File: src/rtl/csa_limb_resolver.sv
// csa_limb_resolver
// Resolves the carry chain across the dual-result limb words from the
// conditional-sum adder. Each limb picks its sum and carry-out using the
// carry that the previous limb resolved. The final limb also reports the
// carry-out of the whole operation. An operation that reaches MAX_LIMBS
// limbs without in_last is closed early and flagged with out_err.
module csa_limb_resolver #(
    parameter int unsigned W         = 16,
    parameter int unsigned MAX_LIMBS = 8
) (
    input  logic             clk,
    input  logic             rst_n,
    input  logic             in_valid,
    output logic             in_ready,
    input  logic [2*W+1:0]   in_word,
    input  logic             in_last,
    input  logic             in_cin,
    output logic             out_valid,
    input  logic             out_ready,
    output logic [W-1:0]     out_sum,
    output logic             out_last,
    output logic             out_cout,
    output logic             out_err
);

    localparam int unsigned CW = $clog2(MAX_LIMBS) + 1;

    typedef enum logic {
        IDLE,
        RUN
    } state_t;

    state_t         state_q, state_d;
    logic           carry_q, carry_d;
    logic [CW-1:0]  cnt_q, cnt_d;

    logic           in_xfer;
    logic           out_xfer;
    logic           c_sel;
    logic           nxt;
    logic [W-1:0]   sum_sel;
    logic           at_limit;
    logic           close_op;
    logic           forced;

    // A single output register means a new word can enter whenever the
    // register is empty or is being drained in the same cycle.
    assign in_ready = !out_valid || out_ready;

    // Pick this limb's result using the incoming carry, and decide whether the limb closes the operation.
    always_comb begin
        in_xfer  = in_valid && in_ready;
        out_xfer = out_valid && out_ready;
        c_sel    = (state_q == IDLE) ? in_cin : carry_q;
        sum_sel  = c_sel ? in_word[W-1:0] : in_word[2*W-1:W];
        nxt      = c_sel ? in_word[2*W+1] : in_word[2*W];
        at_limit = (state_q == RUN) && (cnt_q == CW'(MAX_LIMBS - 1));
        close_op = in_last || at_limit;
        forced   = at_limit && !in_last;
    end

    // Next-state logic: the carry, the limb count and the state advance only on an input transfer.
    always_comb begin
        state_d = state_q;
        carry_d = carry_q;
        cnt_d   = cnt_q;
        if (in_xfer) begin
            if (close_op) begin
                state_d = IDLE;
                carry_d = 1'b0;
                cnt_d   = '0;
            end else begin
                state_d = RUN;
                carry_d = nxt;
                cnt_d   = (state_q == IDLE) ? CW'(1) : cnt_q + CW'(1);
            end
        end
    end

    // State, carry and limb counter registers.
    always_ff @(posedge clk) begin
        if (!rst_n) begin
            state_q <= IDLE;
            carry_q <= 1'b0;
            cnt_q   <= '0;
        end else begin
            state_q <= state_d;
            carry_q <= carry_d;
            cnt_q   <= cnt_d;
        end
    end

    // Output register: loads on every input transfer and empties when drained with no new limb arriving.
    always_ff @(posedge clk) begin
        if (!rst_n) begin
            out_valid <= 1'b0;
            out_sum   <= '0;
            out_last  <= 1'b0;
            out_cout  <= 1'b0;
            out_err   <= 1'b0;
        end else if (in_xfer) begin
            out_valid <= 1'b1;
            out_sum   <= sum_sel;
            out_last  <= close_op;
            out_cout  <= close_op && nxt;
            out_err   <= forced;
        end else if (out_xfer) begin
            out_valid <= 1'b0;
        end
    end

endmodule

File: config.mk
export PLATFORM = sky130hd
export DESIGN_NAME = csa_limb_resolver
export DESIGN_NICKNAME = d
export VERILOG_FILES = /design/src/rtl/csa_limb_resolver.sv
export SDC_FILE = /design/constraint.sdc
export NUM_CORES = 1
export LEC_CHECK = 0
export ABC_AREA = 0
export BUFFER_PORTS_ARGS = -buffer_cell sky130_fd_sc_hd__buf_4
export CORE_UTILIZATION = 49
export CTS_BUF_LIST = sky130_fd_sc_hd__clkbuf_8
export DETAILED_ROUTE_END_ITERATION = 10
export GPL_TIMING_DRIVEN = 1
export PLACE_DENSITY = 0.86
export SLEW_MARGIN = 20
export SYNTH_ARGS = -nofsm -noshare
export SYNTH_HDL_FRONTEND = slang
export SYNTH_SLANG_ARGS = --single-unit
File: constraint.sdc
create_clock -name clk -period 2.51 [get_ports clk]
set_input_delay 0.251 -clock clk [delete_from_list [all_inputs] [get_ports clk]]
set_output_delay 0.251 -clock clk [all_outputs]
set_load 0.01 [all_outputs]
==> results of run 1 <==
==> flip-flops by register name (all words and copies together), names as in the netlist <==
register   count
cnt_q          4
state_q        1
out_last       1
out_err        1
out_cout       1
out_sum       16
out_valid      1
carry_q        1
==> power by group through the flow <==
stage / Sequential (W) / Clock (W) / Combinational [W]
finish: 0.000456 / 0.000225 / 0.000187
global route: 0.000459 / 0.000248 / 0.000206
CTS: 0.000456 / 0.000228 / 0.000188
detailed placement: 0.000465 / 0 / 0.000188
global placement: 0.000464 / 0 / 0.000182
floorplan: 0.000475 / 0 / 0.0000792
==> worst register-to-register path, stage by stage, from the launching register on <==
cell	delay (ps)
dfxtp_1	460
mux2i_4	750
mux2i_1	310
a21oi_1	90
==> cell usage after synthesis <==
cell,instances,area [um^2]
inv_1,2,7.510
clkbuf_1,6,22.52
nand2b_2,1,8.760
or4_1,1,7.510
nor2b_1,1,6.260
o21ai_0,19,95.09
o21ai_1,1,5.000
and2b_4,1,10.01
a21oi_1,18,90.09
mux2i_1,17,170.2
ha_1,1,12.51
o21a_1,1,7.510
nor3_1,1,5.000
nand3_1,8,40.04
o2111ai_1,1,8.760
a31oi_1,1,6.260
buf_6,1,11.26
nand4b_1,1,8.760
o21ai_2,1,8.760
and2_1,2,12.51
buf_2,1,5.000
mux2_2,1,11.26
nand2_1,10,37.54
mux2i_4,1,22.52
dfxtp_1,26,520.5
o31ai_1,1,7.510
a21boi_0,2,15.01
==> per-layer routing <==
layer | routed length, um | part of all wire
met1 | 1207 | 0.44
met4 | 27 | 0.0098
met3 | 143 | 0.052
met5 | 0 | 0
met2 | 1377 | 0.50
==> per-stage QoR <==
step	cell area (um^2)	cells	total power [W]
floorplan	1164	127	0.0005539
detailed placement	1618	208	0.0006528
finish	1659	211	0.0008678
global placement	1618	208	0.0006464
CTS	1659	211	0.0008721
global route	1659	211	0.0009123
==> worst max path at each step <==
stage	from	endpoint	slack, ps	depth (start not counted)
after CTS	state_q$_SDFFE_PN0P_	out_sum[14]$_SDFFE_PN0P_	720	3
final	state_q$_SDFFE_PN0P_	out_sum[14]$_SDFFE_PN0P_	750	3
after detailed placement	state_q$_SDFFE_PN0P_	out_sum[14]$_SDFFE_PN0P_	740	3
after global placement	state_q$_SDFFE_PN0P_	out_cout$_SDFFE_PN0P_	830	3
after global routing	state_q$_SDFFE_PN0P_	out_cout$_SDFFE_PN0P_	600	3
after floorplan	state_q$_SDFFE_PN0P_	out_sum[10]$_SDFFE_PN0P_	1090	4
==> final cells by class <==
cell class | count | area share
clock buffer | 3 | 0.02489
multi-input combinational | 91 | 0.3597
tap | 28 | 0.02112
sequential | 26 | 0.3137
timing repair buffer | 61 | 0.2760
inverter | 2 | 0.004525
==> logic make-up (layout without fill, tap and decap cells) <==
| logic type | Yosys count | count (layout) | synth area share |
|---|---|---|---|
| mux | 19 | 19 | 0.1753 |
| compound gates | 45 | 45 | 0.2097 |
| flops | 26 | 26 | 0.4473 |
| fa+ha+maj | 1 | 1 | 0.01075 |
| buf+inv | 10 | 66 | 0.03978 |
| simple gates | 26 | 26 | 0.1172 |
==> results.md, run 1 <==
* Cell row count at 17
* Count of pins over their slew limit at 0
* Drc violations at 0
* Hold Violations, Final at 0
* Final min period at 1761 ps
* Syn Inst Count at 127
* Initial antenna violation count at 0
* Worst vdd ir at 0.3772 mV
* Routed wire per std cell at 13.05 um
* Number of global-route vias before repair at 1118
* Combinational power share at 0.216
* Hold_ws at 259.8 ps
* Port Buffer Count at 60
* CP Cell Sequence: mux2i_4 > mux2i_1 > a21oi_1
* Critical Path RT at 2630 ps
* Switching power at between 0.0002 and 0.00025 W
* Post-synth cell types at 27
* Fillers at 148
* Clock buffer depth at 2
* Ys Warns at 0
* GR peak layer: met2
* Worst reg-to-reg setup slack at 750 ps
* CTS-repair resized insts at 0
* Post-CTS Setup Bufs at 0
* Final #Nets at 226
* Worst slew pin tran at 819.8 ps
* Layout area overhead at 42.58%
* Final GP Congestion at 0.8090
* Worst hold-check path type: in -> reg
* Final ANT Viol Nets at 0
* Worst skew pair latency at 260 ps
* CTS tree: built
* Reg2Reg Depth at 3
* WS Path Type: reg -> reg
* GR Layer Usage met2 at 0.4267
* CTS Sinks at 26
* Total grt overflow at 0
* Kind of cell adding the most delay to the critical path: multiplexers
* Clock group share of total power at 0.259
* Worst Hold Depth at 3
* Initial core utilization at 0.5210
* Int Pwr at ~0.00065 W
* CTS hold repair buffers at 0
* Mean Syn Cell Area at around 9 um^2
* Sequential-to-total area share from yosys stat at 0.4473
* Most frequent cells in the layout: buf_4 (61), dfxtp_1 (26), o21ai_0 (19), a21oi_1 (18), mux2i_1 (17)
* LEAKAGE at between 0.7 and 0.8 nW
* Worst Path Arrival at 1880 ps
* Tcrit/Tclk final at 0.7015
* Min-delay src: in_valid
* Top achievable clock speed at 567.9 MHz
* Syn Std Cell Area at 1164 um^2
* Hold Path End: out_valid$_SDFFE_PN0P_
* Area taken by multi-input logic gates at just under 600 um^2
* Sw Ratio at 0.2503
* Startpoint types: flop
* Maxcap violations at 0
* Reg area at about 520 um^2
* Place WS at 736.1 ps
* Global Route Usage Sum at 0.2360
* ANT cells at 0
* Die width at 50.73 um
* Total CTS buffers at 3
* Layout Utilization at 0.7429
* Most common cell after layout, fill and taps aside: buf_4
* Final setup viols at 0
* Die Span Y at 50.73 um
* GR Util met3 at 0.05152
* CP Capture Type: flop
* Worst r2r src: state_q$_SDFFE_PN0P_
* First-pass GRT wire length at between 4 and 5 mm
* Setup TNS at 0 ps
* Via density at 5.313
* DRT Pass-1 Iters at 4
* Root Buffer: clkbuf_8
* Pwr/cell area at around 520 nW/um^2
* Largest stage delay, worst path at 750 ps
* Final HPWL DP at 2.033 mm
* Worst slew margin at 0.4418
* Run status: complete, no violations
* Crit path max-delay cell type: mux2i_4
* GR Util met1 at 0.2621
* Syn nets at 168
* Crit path max fanout at 17
* RSZ-0062 raised after global routing: false
* Register bit total from synthesis at 26
* Final WL at approximately 2.8 mm
* Bufs and invs on worst path at 0
* Clk pin slew, worst setup/hold paths at 80 ps
* Routed via count at 1121
* DRT iter0 DRCs at 14
* # IOs at 61
* Sequential Power Share at 0.526
* Final WS setup at 749.3 ps
* Largest net degree at the start of global routing at 29
* FF-to-FF End: out_sum[14]$_SDFFE_PN0P_
* Die area at 2574 um^2
* Clock Skew at about 3.7 ps
* # H-tree levels at 1
* Core area at around 2200 um^2
* Layout cells sized above 1 at 0.3770
Note: power is estimated with default switching activity, not from simulation.
==> inputs of run 2 (changes only) <==
--- a/config.mk
+++ b/config.mk
@@ -7,11 +7,11 @@
 export LEC_CHECK = 0
 export ABC_AREA = 0
 export BUFFER_PORTS_ARGS = -buffer_cell sky130_fd_sc_hd__buf_4
-export CORE_UTILIZATION = 49
+export CORE_UTILIZATION = 46
 export CTS_BUF_LIST = sky130_fd_sc_hd__clkbuf_8
 export DETAILED_ROUTE_END_ITERATION = 10
 export GPL_TIMING_DRIVEN = 1
-export PLACE_DENSITY = 0.86
+export PLACE_DENSITY = 0.81
 export SLEW_MARGIN = 20
 export SYNTH_ARGS = -nofsm -noshare
 export SYNTH_HDL_FRONTEND = slang
==> constraint.sdc (replaced) <==
create_clock -name clk -period 1.8 [get_ports clk]
set_input_delay 0.18 -clock clk [delete_from_list [all_inputs] [get_ports clk]]
set_output_delay 0.18 -clock clk [all_outputs]
set_load 0.01 [all_outputs]
==> run 2 against run 1 <==
Largest power group unchanged. Die area grew 6.3%. Critical endpoint is now cnt_q[3]$_SDFFE_PN0P_. Utilization is 0.76 points lower. Clock power up 70%. Highest routed layer unchanged. Design area grew 1.8%.
==> results.md, run 2 (synthesized netlist as in run 1, its figures left out) <==
* Worst r2r src: state_q$_SDFFE_PN0P_
* Switching power at 0.0003314 W (+53%)
* Place WS at 26.30 ps (-709.8 ps)
* LEAKAGE at 0.7880 nW (+2.2%)
* Tcrit/Tclk final at 0.8749 (+0.1735)
* Number of global-route vias before repair at 1136 (+1.6%)
* Total grt overflow at 0 (unchanged)
* Worst vdd ir at 0.7974 mV (+110%)
* Final WS setup at 225.1 ps (-524.2 ps)
* Layout area overhead at 45.16%
* DP Cell Count at 210 (+0.96%)
* Hold Path End: out_valid$_SDFFE_PN0P_
* Die Span Y at 52.30 um (+3.1%)
* Reg2Reg Depth at 4 (+1)
* Largest net degree at the start of global routing at 39 (+34%)
* Startpoint types: flop
* CTS hold repair buffers at 0 (unchanged)
* Sequential Power Share at 0.495 (-0.031)
* Top achievable clock speed at 635.0 MHz (+12%)
* Global Route Usage Sum at 0.2447 (+0.008660)
* Maxcap violations at 0 (unchanged)
* # IOs at 61 (unchanged)
* FF-to-FF End: cnt_q[3]$_SDFFE_PN0P_
* Worst reg-to-reg setup slack at 230 ps (-520 ps)
* Final HPWL DP at 2.222 mm (+9.3%)
* Layout Utilization at 0.7353 (-0.007563)
* Die area at 2735 um^2 (+6.3%)
* Min-delay src: in_valid
* Largest Register: out_sum
* Run status: complete, no violations
* Biggest regs: out_sum: 16 flops, cnt_q: 4 flops
* Combinational power share at 0.208 (-0.008)
* Final ANT Viol Nets at 0 (unchanged)
* Initial antenna violation count at 0 (unchanged)
* Most common cell after layout, fill and taps aside: buf_4
* Worst hold-check path type: in -> reg
* Post-CTS Setup Bufs at 0 (unchanged)
* Max FFs per register at 16 (unchanged)
* # H-tree levels at 1 (unchanged)
* Final #Nets at 228 (+0.88%)
* CTS tree: built
* Final GP Congestion at 0.7431 (-8.1%)
* Setup TNS at 0 ps (unchanged)
* Worst Path Arrival at 1770 ps (-110 ps)
* Worst Hold Depth at 3 (unchanged)
* Cell row count at 17 (unchanged)
* Die width at 52.30 um (+3.1%)
* Final setup viols at 0 (unchanged)
* Most frequent cells in the layout: buf_4 (63), dfxtp_1 (26), o21ai_0 (19), a21oi_1 (18), mux2i_1 (17)
* Sw Ratio at 0.2571 (+0.006724)
* Worst slew margin at 0.6250 (+0.1832)
* Via density at 5.327 (+0.27%)
* CTS Sinks at 26 (unchanged)
* Final min period at 1575 ps (-185.8 ps)
* Critical Path RT at 2000 ps (-630 ps)
* Initial core utilization at 0.5065 (-0.01447)
* ANT cells at 0 (unchanged)
* Core area at 2297 um^2 (+2.9%)
* Layout cells sized above 1 at 0.3925 (+0.01542)
* WS Path Type: reg -> reg
* Clock Skew at 1.673 ps (-1.987 ps)
* Routed via count at 1140 (+1.7%)
* Routed wire per std cell at 14.17 um (+8.6%)
* Worst skew pair latency at 270 ps (about the same)
* Crit path max fanout at 5 (-12)
* Worst slew pin tran at 562.5 ps (-257.3 ps)
* RSZ-0062 raised after global routing: false
* Final WL at 3.033 mm (+10%)
* Port Buffer Count at 60 (unchanged)
* First-pass GRT wire length at 4.933 mm (+8.0%)
* DRT Pass-1 Iters at 4 (unchanged)
* Clock buffer depth at 2 (unchanged)
* Total CTS buffers at 3 (unchanged)
* Int Pwr at 0.0009577 W (+47%)
* CP Capture Type: flop
* Count of pins over their slew limit at 0 (unchanged)
* Clk pin slew, worst setup/hold paths at 90 ps (about the same)
* Root Buffer: clkbuf_8
* Pwr/cell area at 763.2 nW/um^2 (+46%)
* Fin cells at 214 (+1.4%)
* Drc violations at 0 (unchanged)
* CTS-repair resized insts at 1 (+1)
* DRT iter0 DRCs at 11 (-3)
* Hold Violations, Final at 0 (unchanged)
* Clock group share of total power at 0.297 (+0.038)
==> run 2: cell types whose count changed in the layout (fill, tap and decap cells not counted) <==
cell | previous run | this run
and2_1 | 2 | 1
clkbuf_8 | 3 | 4
and2_2 | 0 | 1
buf_4 | 61 | 63
==> run 2: per-layer routing <==
| metal | up-vias | global-route usage | wire length [um] |
|---|---|---|---|
| met3 | 4 | 0.06377 | 182 |
| li1 | 574 | - | - |
| met1 | 515 | 0.3007 | 1265 |
| met5 | - | 0 | 0 |
| met4 | 0 | 0.05702 | 17 |
| met2 | 47 | 0.4219 | 1567 |
==> run 2: how the worst max path moves through the flow <==
stage,slack (ps),end,cells after the start,startpoint
after floorplan,380,out_sum[10]$_SDFFE_PN0P_,4,state_q$_SDFFE_PN0P_
after global placement,140,cnt_q[1]$_SDFFE_PN0P_,4,out_valid$_SDFFE_PN0P_
after detailed placement,30,out_cout$_SDFFE_PN0P_,4,out_valid$_SDFFE_PN0P_
after CTS,230,cnt_q[3]$_SDFFE_PN0P_,4,state_q$_SDFFE_PN0P_
after global routing,180,cnt_q[3]$_SDFFE_PN0P_,5,cnt_q[0]$_SDFFE_PN0P_
final,230,cnt_q[3]$_SDFFE_PN0P_,4,state_q$_SDFFE_PN0P_
==> run 2: critical path: stages, from the launching register on <==
cell,delay [ps]
dfxtp_1,490
and2b_4,230
o21ai_2,60
or4_1,510
a31oi_1,210
==> run 2: power groups by stage <==
stage | clock (W) | sequential (W) | combinational (W)
after global routing | 0.000411 | 0.000642 | 0.000292
final | 0.000383 | 0.000638 | 0.000268
after detailed placement | 0 | 0.000649 | 0.000268
after floorplan | 0 | 0.000662 | 0.000110
after CTS | 0.000386 | 0.000638 | 0.000270
after global placement | 0 | 0.000648 | 0.000259
==> run 2: final cells by class <==
class / instances / area (um^2)
repair buffers: 63 / 473.0
flip-flops and latches: 26 / 520.5
well taps: 28 / 35.03
multi-input cells: 91 / 598.1
clock buffers: 4 / 55.05
fillers: 161 / 608.1
inverters: 2 / 7.507
==> run 2: metrics by stage <==
step	hold WS (ps)	instance area, um^2	power (W)
after floorplan	318.9	1164	0.0007724
after global placement	455.8	1633	0.0009069
after detailed placement	472.7	1633	0.0009175
after CTS	178.0	1689	0.001294
after global routing	192.3	1689	0.001346
final	176.3	1689	0.001289
==> inputs of run 3 (changes only) <==
--- a/config.mk
+++ b/config.mk
@@ -12,6 +12,7 @@
 export DETAILED_ROUTE_END_ITERATION = 10
 export GPL_TIMING_DRIVEN = 1
 export PLACE_DENSITY = 0.81
+export SETUP_SLACK_MARGIN = 0.5
 export SLEW_MARGIN = 20
 export SYNTH_ARGS = -nofsm -noshare
 export SYNTH_HDL_FRONTEND = slang
==> constraint.sdc (replaced) <==
create_clock -name clk -period 1.6 [get_ports clk]
set_input_delay 0.16 -clock clk [delete_from_list [all_inputs] [get_ports clk]]
set_output_delay 0.16 -clock clk [all_outputs]
set_load 0.01 [all_outputs]
==> run 3 against run 2 <==
Clock skew hardly changed. First-iteration DRC count grew to 3.2 times the previous value. Maximum frequency increased by 23%. Clock power is 3% lower. Cell count up 7.5%. Register-to-register slack gained 90 ps. Hold slack got worse by 15 ps. Global-route usage is 0.62 points lower. Largest cell class unchanged. Largest power group unchanged.
==> results.md, run 3 (synthesized netlist as in run 1, its figures left out) <==
* Total grt overflow at 0 (unchanged)
* Core area at 2297 um^2 (unchanged)
* Fillers at 141 (-12%)
* # H-tree levels at 1 (unchanged)
* Clk pin slew, worst setup/hold paths at 90 ps (about the same)
* ANT cells at 0 (unchanged)
* Layout cells sized above 1 at 0.4950 (+0.1026)
* Run status: complete, no violations
* Met3 wire len at 109 um (-40%)
* Crit path max fanout at 3 (-2)
* Worst vdd ir at 0.8086 mV (+1.4%)
* Worst slew margin at 0.8427 (+0.2177)
* Clock Skew at 2.070 ps (+0.3975 ps)
* Die width at 52.30 um (unchanged)
* Worst r2r src: cnt_q[0]$_SDFFE_PN0P_
* Final GP Congestion at 0.7344 (-1.2%)
* Final #Nets at 244 (+7.0%)
* Final WL at 3.349 mm (+10%)
* Worst skew pair latency at 270 ps (about the same)
* # IOs at 61 (unchanged)
* LEAKAGE at 0.9079 nW (+15%)
* Worst hold-check path type: in -> reg
* Most common cell after layout, fill and taps aside: buf_4
* FF-to-FF End: cnt_q[3]$_SDFFE_PN0P_
* Worst Path Arrival at 1490 ps (-280 ps)
* Worst Hold Depth at 3 (unchanged)
* Port Buffer Count at 60 (unchanged)
* DRT Pass-1 Iters at 4 (unchanged)
* Drc violations at 0 (unchanged)
* Final ANT Viol Nets at 0 (unchanged)
* CTS Sinks at 26 (unchanged)
* CTS tree: built
* Biggest regs: out_sum: 16 flops, cnt_q: 4 flops
* Final setup viols at 0 (unchanged)
* Critical Path RT at 1800 ps (-200 ps)
* Count of pins over their slew limit at 0 (unchanged)
* Maxcap violations at 0 (unchanged)
* Initial antenna violation count at 0 (unchanged)
* Top achievable clock speed at 778.4 MHz (+23%)
* Met2 Wirelength at 1.800 mm (+15%)
* Final HPWL DP at 2.138 mm (-3.8%)
* First-pass GRT wire length at 4.809 mm (-2.5%)
* Total CTS buffers at 3 (unchanged)
* Root Buffer: clkbuf_8
* DRT iter0 DRCs at 35 (+24)
* Setup TNS at 0 ps (unchanged)
* Worst slew pin tran at 231.1 ps (-331.4 ps)
* Routed via count at 1227 (+7.6%)
* Most frequent cells in the layout: buf_4 (74), dfxtp_1 (21), o21ai_0 (17), a21oi_1 (17), mux2i_1 (16)
* Hold_ws at 161.6 ps (-14.65 ps)
* Die area at 2735 um^2 (unchanged)
* Hold Path End: out_sum[6]$_SDFFE_PN0P_
* Cell row count at 17 (unchanged)
* Routed wire per std cell at 14.56 um (+2.7%)
* Worst reg-to-reg setup slack at 320 ps (+90 ps)
* Initial core utilization at 0.5065 (unchanged)
* Largest net degree at the start of global routing at 39 (unchanged)
* Via density at 5.335 (+0.14%)
* WS Path Type: reg -> reg
* Layout area overhead at 63.87%
* Highest routed layer: met4
* Startpoint types: flop
* Met1 Wirelength at 1.432 mm (+13%)
* Overall Power at 0.001452 W (+13%)
* Max FFs per register at 16 (unchanged)
* Die Span Y at 52.30 um (unchanged)
* Final min period at 1285 ps (-290.2 ps)
* Hold Violations, Final at 0 (unchanged)
* Min-delay src: in_word[6]
* Number of global-route vias before repair at 1167 (+2.7%)
* RSZ-0062 raised after global routing: true
* CTS hold repair buffers at 0 (unchanged)
* Largest Register: out_sum
* Tcrit/Tclk final at 0.8029 (-0.07203)
* Reg2Reg Depth at 5 (+1)
* Global Route Usage Sum at 0.2385 (-0.006174)
* Pwr/cell area at 761.4 nW/um^2 (-0.23%)
* Clock buffer depth at 2 (unchanged)
* CP Capture Type: flop
-- run 3: cell count changes in the layout (fill, tap and decap cells not counted), moves of 3 or more --
cell | previous run | this run
buf_4 | 63 | 74
buf_6 | 0 | 3
dfxtp_4 | 0 | 3
dfxtp_1 | 26 | 21
nand2_1 | 10 | 7
-- run 3: metal layers --
layer	up-vias	track usage
met4	0	0.06140
li1	608	-
met1	588	0.2610
met3	2	0.06957
met2	29	0.4409
met5	-	0
-- run 3: worst max-delay path by stage --
stage	from	depth (start not counted)	to
floorplan	state_q$_SDFFE_PN0P_	4	out_sum[10]$_SDFFE_PN0P_
global placement	state_q$_SDFFE_PN0P_	4	out_sum[14]$_SDFFE_PN0P_
detailed placement	state_q$_SDFFE_PN0P_	4	out_sum[7]$_SDFFE_PN0P_
CTS	state_q$_SDFFE_PN0P_	4	out_sum[14]$_SDFFE_PN0P_
global route	out_valid$_SDFFE_PN0P_	4	cnt_q[3]$_SDFFE_PN0P_
finish	cnt_q[0]$_SDFFE_PN0P_	5	cnt_q[3]$_SDFFE_PN0P_
-- run 3: metrics by stage --
stage | instances | area, um^2 | setup WS (ps) | utilization
2_1_floorplan | 127 | 1220 | 277.0 | -
4_1_cts | 218 | 1773 | 324.9 | 0.7718
3_5_place_dp | 209 | 1665 | 205.0 | 0.7249
3_3_place_gp | 209 | 1665 | 253.2 | 0.7249
6_report | 230 | 1907 | 315.3 | 0.8301
5_1_grt | 230 | 1907 | 270.4 | 0.8301
-- run 3: layout make-up --
type / instances / area, um^2 / share of cell area
multi-input cells: 92 / 675.6 / 0.3543
inverters: 2 / 7.507 / 0.003937
well taps: 28 / 35.03 / 0.01837
flip-flops and latches: 26 / 534.3 / 0.2802
repair buffers: 78 / 609.3 / 0.3196
clock inverters: 1 / 3.754 / 0.001969
clock buffers: 3 / 41.29 / 0.02165
-- run 3: power breakdown --
part	switching (W)	total, W	internal, W	leakage [nW]
Combinational	0.000156	0.000366	0.000210	0.663
Clock	0.000200	0.000372	0.000172	0.0269
Sequential	0.0000257	0.000714	0.000688	0.218
-- run 3: what timing repair did --
action                                  in CTS  in global routing
endpoints found under the setup margin      24                 24
pin swaps                                    4                 10
buffers inserted                             5                 11
resized for setup                            8                  8
cloned                                       0                  1
-- run 3: critical path, stage by stage (launching register included) --
cell and delay, ps:
dfxtp_4 370, ha_4 170, nand2_4 60, o21ai_2 40, or4_1 400, a31oi_1 170
